<file path="src/rtl/frontend_pkg.sv">
// Shared front-end width definitions: FSM states, width limits and the
// width -> lane mask decode that FetchStage2 also uses.
package frontend_pkg;

  localparam int MAX_FE_WIDTH  = 4;
  localparam int FE_WIDTH_BITS = 3;

  typedef enum logic [1:0] {
    IDLE   = 2'd0,
    DRAIN  = 2'd1,
    APPLY  = 2'd2,
    SETTLE = 2'd3
  } fe_state_e;

  // Lanes are enabled from the top (lane 3) downwards; illegal -> no lanes.
  function automatic logic [MAX_FE_WIDTH-1:0] width_to_mask(
    input logic [FE_WIDTH_BITS-1:0] width
  );
    logic [MAX_FE_WIDTH-1:0] m;
    case (width)
      3'd4:    m = 4'b1111;
      3'd3:    m = 4'b1110;
      3'd2:    m = 4'b1100;
      3'd1:    m = 4'b1000;
      default: m = 4'b0000;
    endcase
    return m;
  endfunction

endpackage

</file>
<file path="src/rtl/frontend_width_ctrl.sv">
// Sequences runtime front-end width changes: stall, drain, apply, settle, ack.
// Ports: clk/reset (async, active-low); cfgReq_i/cfgWidth_i request;
//   instValid_i, recoverFlag_i, flagRecoverEX_i pipeline activity;
//   frontEndWidth_o/frontEndMask_o applied width; fetchStall_o, busy_o,
//   cfgAck_o / cfgErr_o one-cycle completion pulses.
module frontend_width_ctrl
  import frontend_pkg::*;
#(
  parameter int unsigned DEFAULT_WIDTH  = 4,
  parameter int unsigned DRAIN_CYCLES   = 4,
  parameter int unsigned SETTLE_CYCLES  = 2,
  parameter int unsigned TIMEOUT_CYCLES = 64
) (
  input  logic                     clk,
  input  logic                     reset,
  input  logic                     cfgReq_i,
  input  logic [FE_WIDTH_BITS-1:0] cfgWidth_i,
  input  logic [MAX_FE_WIDTH-1:0]  instValid_i,
  input  logic                     recoverFlag_i,
  input  logic                     flagRecoverEX_i,
  output logic [FE_WIDTH_BITS-1:0] frontEndWidth_o,
  output logic [MAX_FE_WIDTH-1:0]  frontEndMask_o,
  output logic                     fetchStall_o,
  output logic                     busy_o,
  output logic                     cfgAck_o,
  output logic                     cfgErr_o
);

  localparam int DCW = $clog2(DRAIN_CYCLES) + 1;
  localparam int SCW = $clog2(SETTLE_CYCLES) + 1;
  localparam int TCW = $clog2(TIMEOUT_CYCLES) + 1;

  localparam logic [DCW-1:0] DRAIN_LAST = DCW'(DRAIN_CYCLES - 1);
  localparam logic [SCW-1:0] SET_LAST   = SCW'(SETTLE_CYCLES - 1);
  localparam logic [TCW-1:0] TO_LAST    = TCW'(TIMEOUT_CYCLES - 1);
  localparam logic [FE_WIDTH_BITS-1:0] DEF_W = FE_WIDTH_BITS'(DEFAULT_WIDTH);

  fe_state_e state_q, state_d;
  logic [DCW-1:0] drain_q, drain_d;
  logic [SCW-1:0] set_q, set_d;
  logic [TCW-1:0] to_q, to_d;
  logic [FE_WIDTH_BITS-1:0] pend_q, pend_d;
  logic [FE_WIDTH_BITS-1:0] width_q, width_d;
  logic [MAX_FE_WIDTH-1:0] mask_q, mask_d;
  logic stall_q, stall_d;
  logic ack_q, ack_d;
  logic err_q, err_d;
  logic quiet;
  logic req_legal;

  assign quiet = (instValid_i == '0) & ~recoverFlag_i & ~flagRecoverEX_i;
  // Any width with a non-empty mask is legal (1..4).
  assign req_legal = |width_to_mask(cfgWidth_i);

  always_comb begin
    state_d = state_q;
    drain_d = drain_q;
    set_d   = set_q;
    to_d    = to_q;
    pend_d  = pend_q;
    width_d = width_q;
    mask_d  = mask_q;
    ack_d   = 1'b0;
    err_d   = 1'b0;
    unique case (state_q)
      IDLE: begin
        if (cfgReq_i) begin
          if (!req_legal) begin
            err_d = 1'b1;
          end else if (cfgWidth_i == width_q) begin
            ack_d = 1'b1;
          end else begin
            pend_d  = cfgWidth_i;
            drain_d = '0;
            to_d    = '0;
            state_d = DRAIN;
          end
        end
      end
      DRAIN: begin
        to_d    = to_q + 1'b1;
        drain_d = quiet ? drain_q + 1'b1 : '0;
        // Apply takes priority over a coincident timeout.
        if (quiet && drain_q == DRAIN_LAST) begin
          state_d = APPLY;
        end else if (to_q == TO_LAST) begin
          err_d   = 1'b1;
          state_d = IDLE;
        end
      end
      APPLY: begin
        width_d = pend_q;
        mask_d  = width_to_mask(pend_q);
        set_d   = '0;
        state_d = SETTLE;
      end
      SETTLE: begin
        set_d = set_q + 1'b1;
        if (set_q == SET_LAST) begin
          ack_d   = 1'b1;
          state_d = IDLE;
        end
      end
      default: state_d = IDLE;
    endcase
    // Stall/busy are registered from the next state so they drop with ack.
    stall_d = (state_d != IDLE);
  end

  always_ff @(posedge clk or negedge reset) begin
    if (!reset) begin
      state_q <= IDLE;
      drain_q <= '0;
      set_q   <= '0;
      to_q    <= '0;
      pend_q  <= DEF_W;
      width_q <= DEF_W;
      mask_q  <= width_to_mask(DEF_W);
      stall_q <= 1'b0;
      ack_q   <= 1'b0;
      err_q   <= 1'b0;
    end else begin
      state_q <= state_d;
      drain_q <= drain_d;
      set_q   <= set_d;
      to_q    <= to_d;
      pend_q  <= pend_d;
      width_q <= width_d;
      mask_q  <= mask_d;
      stall_q <= stall_d;
      ack_q   <= ack_d;
      err_q   <= err_d;
    end
  end

  assign frontEndWidth_o = width_q;
  assign frontEndMask_o  = mask_q;
  assign fetchStall_o    = stall_q;
  assign busy_o          = stall_q;
  assign cfgAck_o        = ack_q;
  assign cfgErr_o        = err_q;

endmodule
</file>
<file path="config.mk">
export PLATFORM = sky130hd
export DESIGN_NAME = frontend_width_ctrl
export DESIGN_NICKNAME = d
export VERILOG_FILES = /design/src/rtl/frontend_pkg.sv /design/src/rtl/frontend_width_ctrl.sv
export SDC_FILE = /design/constraint.sdc
export NUM_CORES = 1
export LEC_CHECK = 0
export ABC_AREA = 1
export ABC_CLOCK_PERIOD_IN_PS = 1700
export CORE_MARGIN = 2
export CORE_UTILIZATION = 53
export DETAILED_ROUTE_END_ITERATION = 16
export GPL_ROUTABILITY_DRIVEN = 1
export PLACE_DENSITY = 0.81
export SLEW_MARGIN = 10
export SYNTH_ARGS = -nofsm -noshare
export SYNTH_HDL_FRONTEND = slang
export SYNTH_SLANG_ARGS = --single-unit
</file>
<file path="constraint.sdc">
create_clock -name clk -period 1.7 [get_ports clk]
set_input_delay 0.34 -clock clk [delete_from_list [all_inputs] [get_ports clk]]
set_output_delay 0.34 -clock clk [all_outputs]
set_load 0.03 [all_outputs]
</file>
Word-level counts from Yosys, hierarchy flattened

Index checks and enable logic that the tools add are counted.

Register bits: 27
Input bits: 12
Output and inout port bits: 11
Logic and storage cells: 74

Add/sub/neg operators: 3
Equal/unequal tests: 18
Muxes and demuxes: 29
Bitwise logic cells: 5
Reduce and logical (&&, ||, !) cells: 9

Operators with widths:

| cell                | number |
|---|---|
| $pmux 4 s4          | 2 |
| $mux 7              | 3 |
| $eq 3x2->1 const B  | 5 |
| $pmux 7 s2          | 1 |
| $mux 2              | 6 |
| $mux 3              | 4 |
| $mux 1              | 8 |
| $pmux 2 s4          | 1 |
| $reduce_and 4->1    | 2 |
| $add 7x1->7 const B | 1 |
| $eq 7x6->1 const B  | 1 |
| $eq 3x1->1 const B  | 2 |
| $eq 3x3->1 const B  | 2 |
| $ne 2x2->1 const B  | 3 |
| $pmux 3 s2          | 1 |
| $reduce_bool 2->1   | 3 |
| $eq 2x1->1 const B  | 2 |
| $eq 2x2->1 const B  | 2 |
| $logic_not 4->1     | 1 |
| $pmux 1 s2          | 2 |
| $pmux 2 s2          | 1 |
| $reduce_or 4->1     | 1 |
| $add 3x1->3 const B | 1 |
| $eq 3x3->1          | 1 |
| 5 further kinds     | 8 |

Longest topological paths before layout

Gate-level depths: netlist of run 1.

Depth after elaboration: 7
Gate-level depth with buffers: 10
Gate-level depth less buffers: 10

Worst setup path before layout of run 1

Ideal clock, no wire load.

Kind: flip-flop to flip-flop
Start: reg width_q[2] (netlist: frontEndWidth_o[2])
End: reg drain_q[0]
Setup time: 0.118 ns
Data arrival time: 1.319 ns
Data required time: 1.582 ns
Slack: 0.264 ns
Stages on the path, launching flop included: 8
Buffers on the path: 1
Path through: dfstp_2 -> xnor2_1 -> nand3_2 -> nand2_4 -> nand2_4 -> buf_6 -> nand3b_1 -> nand2_1

Word-level cells in the longest chain between the ends: 3

RTL lines:

| element                           | RTL line                   | RTL |
|---|---|---|
| start: declaration                | frontend_width_ctrl.sv:43  | `logic [FE_WIDTH_BITS-1:0] width_q, width_d;` |
| start signal: assignment          | frontend_width_ctrl.sv:128 | `width_q <= width_d;` |
| $eq 3x3->1                        | frontend_width_ctrl.sv:70  | `end else if (cfgWidth_i == width_q) begin` |
| $ne 2x2->1 (no source line)       | -                          |  |
| $reduce_and 4->1 (no source line) | -                          |  |
| end signal: assignment            | frontend_width_ctrl.sv:124 | `drain_q <= drain_d;` |
| end: declaration                  | frontend_width_ctrl.sv:39  | `logic [DCW-1:0] drain_q, drain_d;` |

No other way between the ends.
A chain may end at the register's enable or synchronous reset.

Worst setup path after layout of run 1

Start: reg mask_q[1] (netlist: frontEndMask_o[1])
End: out frontEndMask_o[1]

RTL lines:

| element                  | RTL line                   | RTL |
|---|---|---|
| start: declaration       | frontend_width_ctrl.sv:44  | `logic [MAX_FE_WIDTH-1:0] mask_q, mask_d;` |
| start signal: assignment | frontend_width_ctrl.sv:118 | `mask_q <= width_to_mask(DEF_W);` |
| start signal: assignment | frontend_width_ctrl.sv:129 | `mask_q <= mask_d;` |
| end: declaration         | frontend_width_ctrl.sv:22  | `output logic [MAX_FE_WIDTH-1:0] frontEndMask_o,` |

No word-level cell between the ends.

==> metrics.cfg, run 1 <==
[run_status]
status=completed

[job]
cap_violations=0

[setup_path]
path_buf_inv=1
cp_max_fo=2
worstPathArrival_ns=1.28
crit_chain=dlygate4sd2_1
end_kind=output pin
slowest_delay_ns=0.56
critPathRequiredTime_ns=1.36
cp_top_family=flip-flops
critPathKind=reg2out
start_kind=flip-flop
slowest_stage=dfstp_2

[die]
dieWidth_um=57.0
io_pins=23
rows=19
core_area_um2=2710
dieArea_um2=3250
die_y_um=57.0
start_util_pct=55.0

[layout]
layout_common_cells=nand2_1, dfrtp_1, inv_1
design_area_um2=1810
multiInputGateArea_um2=702
fin_cells=238
drive_gt1_share_pct=13.5
antenna_cells=0
regArea_um2=683
layout_commonest_cell=nand2_1
area_growth_pct=21.6
nFillCells=230
finalNetCount=228

[timing]
slew_violations=0
setup_violations=0
max_freq_ghz=0.616
fin_crit_sh_pct=95.5
slew_headroom_pct=77.2
max_slew.worst_pin.slew_ns=0.342
fin_ws_ns=0.0769
hold_viol=0
rsz0062_at_grt=no
final.setup_skew_ns=0.00314
period_needed_ns=1.62

[synth]
synth_fp_nets=197
yosysSeqAreaShare_pct=45.8
yosysWarnings=0
synth_ff_type=dfrtp_1
synth_area_leader_cell=dfrtp_1
syn_area_per_cell_um2=8.43
yosys.area.top_type_share_pct=35.2
synthesis.instances=177
synthTopCellsByArea=dfrtp_1, nand2_1, dfstp_2
ys_ff_latch=27
yosys.cell_types.count=25
synth_edf_count=0
synthArstFlopShare_pct=100
syn_area_um2=1490

[cts]
hold_buffers=0
path_clk_slew_ns=0.15
clockBufferDepth=2
cts_htree_levels=1
clkLatencyLatePin_ns=0.33
cts.sinks=27
cts_tree=built
cts_buffers=3
root_buffer=clkbuf_4
postCtsSetupBuffers=0

[drt]
ant_nets=0
wire_per_inst_um=12.8
drt_wl_total_um=3040
vias=1266
drt-pass1-iter-count=4
drc_errors=0
drtIter0Drc=41
avgViaCountPerCell=5.32

[grt]
grtUsageTotal_pct=21.2
grt_overflow=0
antenna_found_initial=0
grt_pass1_wl_um=5360
grt_max_degree=28
grt_pass1_vias=1258

[place]
io_buffers=22
globalplace.congestion=0.856
dpl.cell_count=234
placed_area_um2=1790
dp_hpwl_um=2340
dp_slack_ns=-0.0694

[power_and_ir_drop]
internal_power_mw=1.03
p_sw_share_pct=38.9
peakVddDrop_mv=0.782
p_per_area_nw_per_um2=933
p_sw_uw=659
p_comb_share_pct=34.1
clkPwrFrac_pct=17.6
p_seq_share_pct=48.3
p_leak_nw=0.971

[hold_path]
hold_class=in2async

==> registers in the layout, summed over array words and instances, names as in the netlist <==
name	count
frontEndMask_o	4
pend_q	3
cfgErr_o	1
cfgAck_o	1
to_q	7
state_q	2
frontEndWidth_o	3
drain_q	3
busy_o	1
set_q	2
==> layout make-up <==
class	count	area share (%)
multi-input cells	127	38.7
repair buffers	30	15.9
well taps	31	2.14
flip-flops and latches	27	37.7
inverters	19	3.93
clock inverters	1	0.483
clock buffers	3	1.24
==> power groups by stage <==
stage                     logic, mW  clock network [mW]  registers (mW)
after floorplan               0.408                   0           0.841
after global placement        0.572                   0           0.821
after detailed placement      0.598                   0           0.829
after CTS                     0.581               0.307           0.815
after global routing          0.654               0.328           0.835
final                         0.577               0.297           0.818
==> final timing paths <==
kind	from	endpoint	slack, ns	depth (start not counted)
setup reg to reg	state_q[1]$_DFF_PN0_	to_q[0]$_DFFE_PN0P_	0.14	6
hold / removal	reset	pend_q[1]$_DFFE_PN0P_	0.36	2
hold reg to reg	set_q[0]$_DFFE_PN0P_	set_q[0]$_DFFE_PN0P_	0.50	1
max in group asynchronous	reset	pend_q[2]$_DFFE_PN1P_	1.05	2
setup / recovery	frontEndMask_o[1]$_DFFE_PN1P_	frontEndMask_o[1]	0.08	1
min in group clk	set_q[0]$_DFFE_PN0P_	set_q[0]$_DFFE_PN0P_	0.50	1
==> cells in the mapped netlist, types with 2 or more instances <==
master and count:
a21oi_1 4, inv_1 18, nand2_4 2, o21ai_0 10
buf_6 2, o21ai_2 3, dfrtp_1 21, nand3_1 15
nor3_1 2, nand2_1 51, nand3_2 2, xnor2_1 5
ha_1 8, xor2_1 2, nor2_1 14, nand4_1 3
dfstp_2 6, nand3b_1 2
==> per-layer routing <==
| metal | vias up | track usage, % | share of wire, % |
|---|---|---|---|
| li1 | 626 | - | - |
| met1 | 596 | 25.7 | 43 |
| met2 | 38 | 36.5 | 49 |
| met3 | 6 | 3.63 | 5.7 |
| met4 | 0 | 10.6 | 2.2 |
| met5 | - | 0 | 0 |
==> stage by stage <==
stage / utilization (%) / hold WS [ns] / setup TNS [ns] / power [mW]
after floorplan: - / 0.0444 / 0 / 1.25
after global routing: 66.9 / 0.387 / 0 / 1.82
after CTS: 66.7 / 0.358 / 0 / 1.70
after detailed placement: 66.0 / 0.481 / -0.740 / 1.43
final: 66.9 / 0.357 / 0 / 1.69
after global placement: 66.0 / 0.469 / -0.0331 / 1.39
==> kinds of logic after synthesis <==
family / count (synthesis) / share of synthesized area (%)
AOI/OAI and AO/OA: 20 / 8.64
xor gates and xnor gates: 7 / 4.11
adders and majority gates: 8 / 6.71
buffers and inverters: 23 / 7.13
DFF: 27 / 45.8
and+or+nand+nor: 92 / 27.6
==> repair_timing <==
action,4_1_cts,5_1_grt
endpoints found under the hold margin,0,0
gates resized for setup,9,3
gates cloned,0,0
setup endpoints to repair,9,3
Power figures use the tool's default switching activity.
==> run 2, diff against run 1 <==
--- a/config.mk
+++ b/config.mk
@@ -6,13 +6,12 @@
 export NUM_CORES = 1
 export LEC_CHECK = 0
 export ABC_AREA = 1
-export ABC_CLOCK_PERIOD_IN_PS = 1700
 export CORE_MARGIN = 2
-export CORE_UTILIZATION = 53
+export CORE_UTILIZATION = 60
 export DETAILED_ROUTE_END_ITERATION = 16
+export DONT_BUFFER_PORTS = 1
 export GPL_ROUTABILITY_DRIVEN = 1
-export PLACE_DENSITY = 0.81
-export SLEW_MARGIN = 10
+export PLACE_DENSITY = 0.78
 export SYNTH_ARGS = -nofsm -noshare
 export SYNTH_HDL_FRONTEND = slang
 export SYNTH_SLANG_ARGS = --single-unit
==> run 2 against run 1 <==
Compared with the run above:
- design area down 12%
- first-iteration DRC count down 34%
- clock skew up 0.0025 ns
- highest routed layer is now met3
- register-to-register slack worse by 0.03 ns
- maximum frequency up 2.3%
- routed wire length down 10%
- sequential power up 6.0%
- via count down 9.5%
==> metrics.cfg, run 2 (synthesis gave the netlist of run 1 again) <==
[run_status]
status=completed

[cts]
clockBufferDepth=2
postCtsSetupBuffers=0
clkLatencyLatePin_ns=0.33
root_buffer=clkbuf_4
cts_htree_levels=1
cts.sinks=27
path_clk_slew_ns=0.16
cts_buffers=3
cts_tree=built

[place]
globalplace.congestion=0.834
io_buffers=0
dp_slack_ns=0.131
dpl.cell_count=208
placed_area_um2=1530
dp_hpwl_um=2090

[timing]
finalSetupTns_ns=0
fin_crit_sh_pct=93.3
hold_viol=0
max_slew.worst_pin.slew_ns=0.525
rsz0062_at_grt=no
period_needed_ns=1.59
max_freq_ghz=0.630
whs_ns=0.156
setup_violations=0
slew_headroom_pct=65.0
slew_violations=0
fin_ws_ns=0.113
final.setup_skew_ns=0.00563

[layout]
drive_gt1_share_pct=15.2
largest-register=to_q
design_area_um2=1600
nFillCells=189
finalNetCount=205
antenna_cells=0
layout_common_cells=nand2_1, dfrtp_1, inv_1
fin_cells=214
area_growth_pct=6.96
layout_commonest_cell=nand2_1
largest_register_ffs=7

[setup_path]
r2r-start=state_q[1]$_DFF_PN0_
end_kind=flip-flop
path_buf_inv=1
critPathKind=reg2reg
critPathRequiredTime_ns=1.97
start_kind=flip-flop
slowest_stage=dfrtp_2
worstReg2RegEnd=to_q[6]$_DFFE_PN0P_
slowest_delay_ns=0.47
cp_max_fo=16
ff2ff_path_depth=8
cp_top_family=simple AND/OR/NAND/NOR gates
worstPathArrival_ns=1.86
startpoint=state_q[1]$_DFF_PN0_
crit_chain=inv_1 -> ha_1 -> nand2_1 -> a21oi_4 -> nand2_4 -> nand2_4 -> nand3_1 -> o21ai_2
r2r_setup_slack_ns=0.11
path_common_cell=nand2_4

[die]
start_util_pct=61.9
dieWidth_um=53.9
rows=18
dieArea_um2=2900
die_y_um=53.9
io_pins=23
core_area_um2=2410

[power_and_ir_drop]
peakVddDrop_mv=0.646
p_per_area_nw_per_um2=993
p_leak_nw=0.811

[grt]
grt_pass1_vias=1083
antenna_found_initial=0
grt_max_degree=28
grt_pass1_wl_um=4570
grt_overflow=0
grtUsageTotal_pct=21.5

[hold_path]
hold_class=in2reg
hold_path_end=pend_q[1]$_DFFE_PN0P_
whs_path_depth=2
min_from=cfgWidth_i[1]

[drt]
wire_per_inst_um=12.8
ant_nets=0
avgViaCountPerCell=5.36
drtIter0Drc=27
drc_errors=0
vias=1146
drt-pass1-iter-count=4
drt_wl_total_um=2730

[job]
cap_violations=0

## run 2: cell count changes in the layout (fill, tap and decap cells not counted), sizes merged
cell           change
buf                -2
clkdlybuf4s15      -1
clkdlybuf4s50     -11
clkinvlp           +1
dlygate4sd2        -8
dlygate4sd3        +1
dlymetal6s2s       -2
inv                -1
## run 2: through the flow
| stage | total power [mW] | utilization [%] |
|---|---|---|
| 6_report | 1.58 | 66.2 |
| 5_1_grt | 1.71 | 66.2 |
| 4_1_cts | 1.59 | 66.0 |
| 3_5_place_dp | 1.29 | 63.6 |
| 3_3_place_gp | 1.27 | 63.6 |
| 2_1_floorplan | 1.25 | - |
## run 2: per-layer routing
metal | share of wire, % | vias up | track usage, % | wire length [um]
met1 | 44 | 548 | 27.1 | 1210
met3 | 4.1 | 0 | 3.06 | 112
met2 | 52 | 20 | 38.2 | 1410
met5 | 0 | - | 0 | 0
li1 | - | 578 | - | -
met4 | 0 | 0 | 5.98 | 0
## run 2: layout make-up
class	count	area, um^2	area share [%]
repair buffers	7	67.6	4.24
well taps	30	37.5	2.35
clock inverters	1	7.51	0.471
flip-flops and latches	27	684	42.9
clock buffers	3	22.5	1.41
multi-input cells	127	704	44.2
inverters	19	71.3	4.47
## run 2: worst max path at each step
| stage | end | depth (start not counted) |
|---|---|---|
| detailed placement | to_q[6]$_DFFE_PN0P_ | 8 |
| global placement | busy_o$_DFF_PN0_ | 8 |
| floorplan | drain_q[0]$_DFFE_PN0P_ | 7 |
| CTS | to_q[6]$_DFFE_PN0P_ | 8 |
| global route | to_q[6]$_DFFE_PN0P_ | 8 |
| finish | to_q[6]$_DFFE_PN0P_ | 8 |
## run 2: what timing repair did
action	CTS	global route
gates resized for setup	0	2
hold endpoints to repair	27	0
hold buffers	2	0
setup endpoints to repair	0	4
## run 2: where the power goes
part / leakage [nW] / switching, mW / internal (mW)
logic: 0.457 / 0.289 / 0.137
registers: 0.340 / 0.131 / 0.736
clock network: 0.0139 / 0.201 / 0.0899
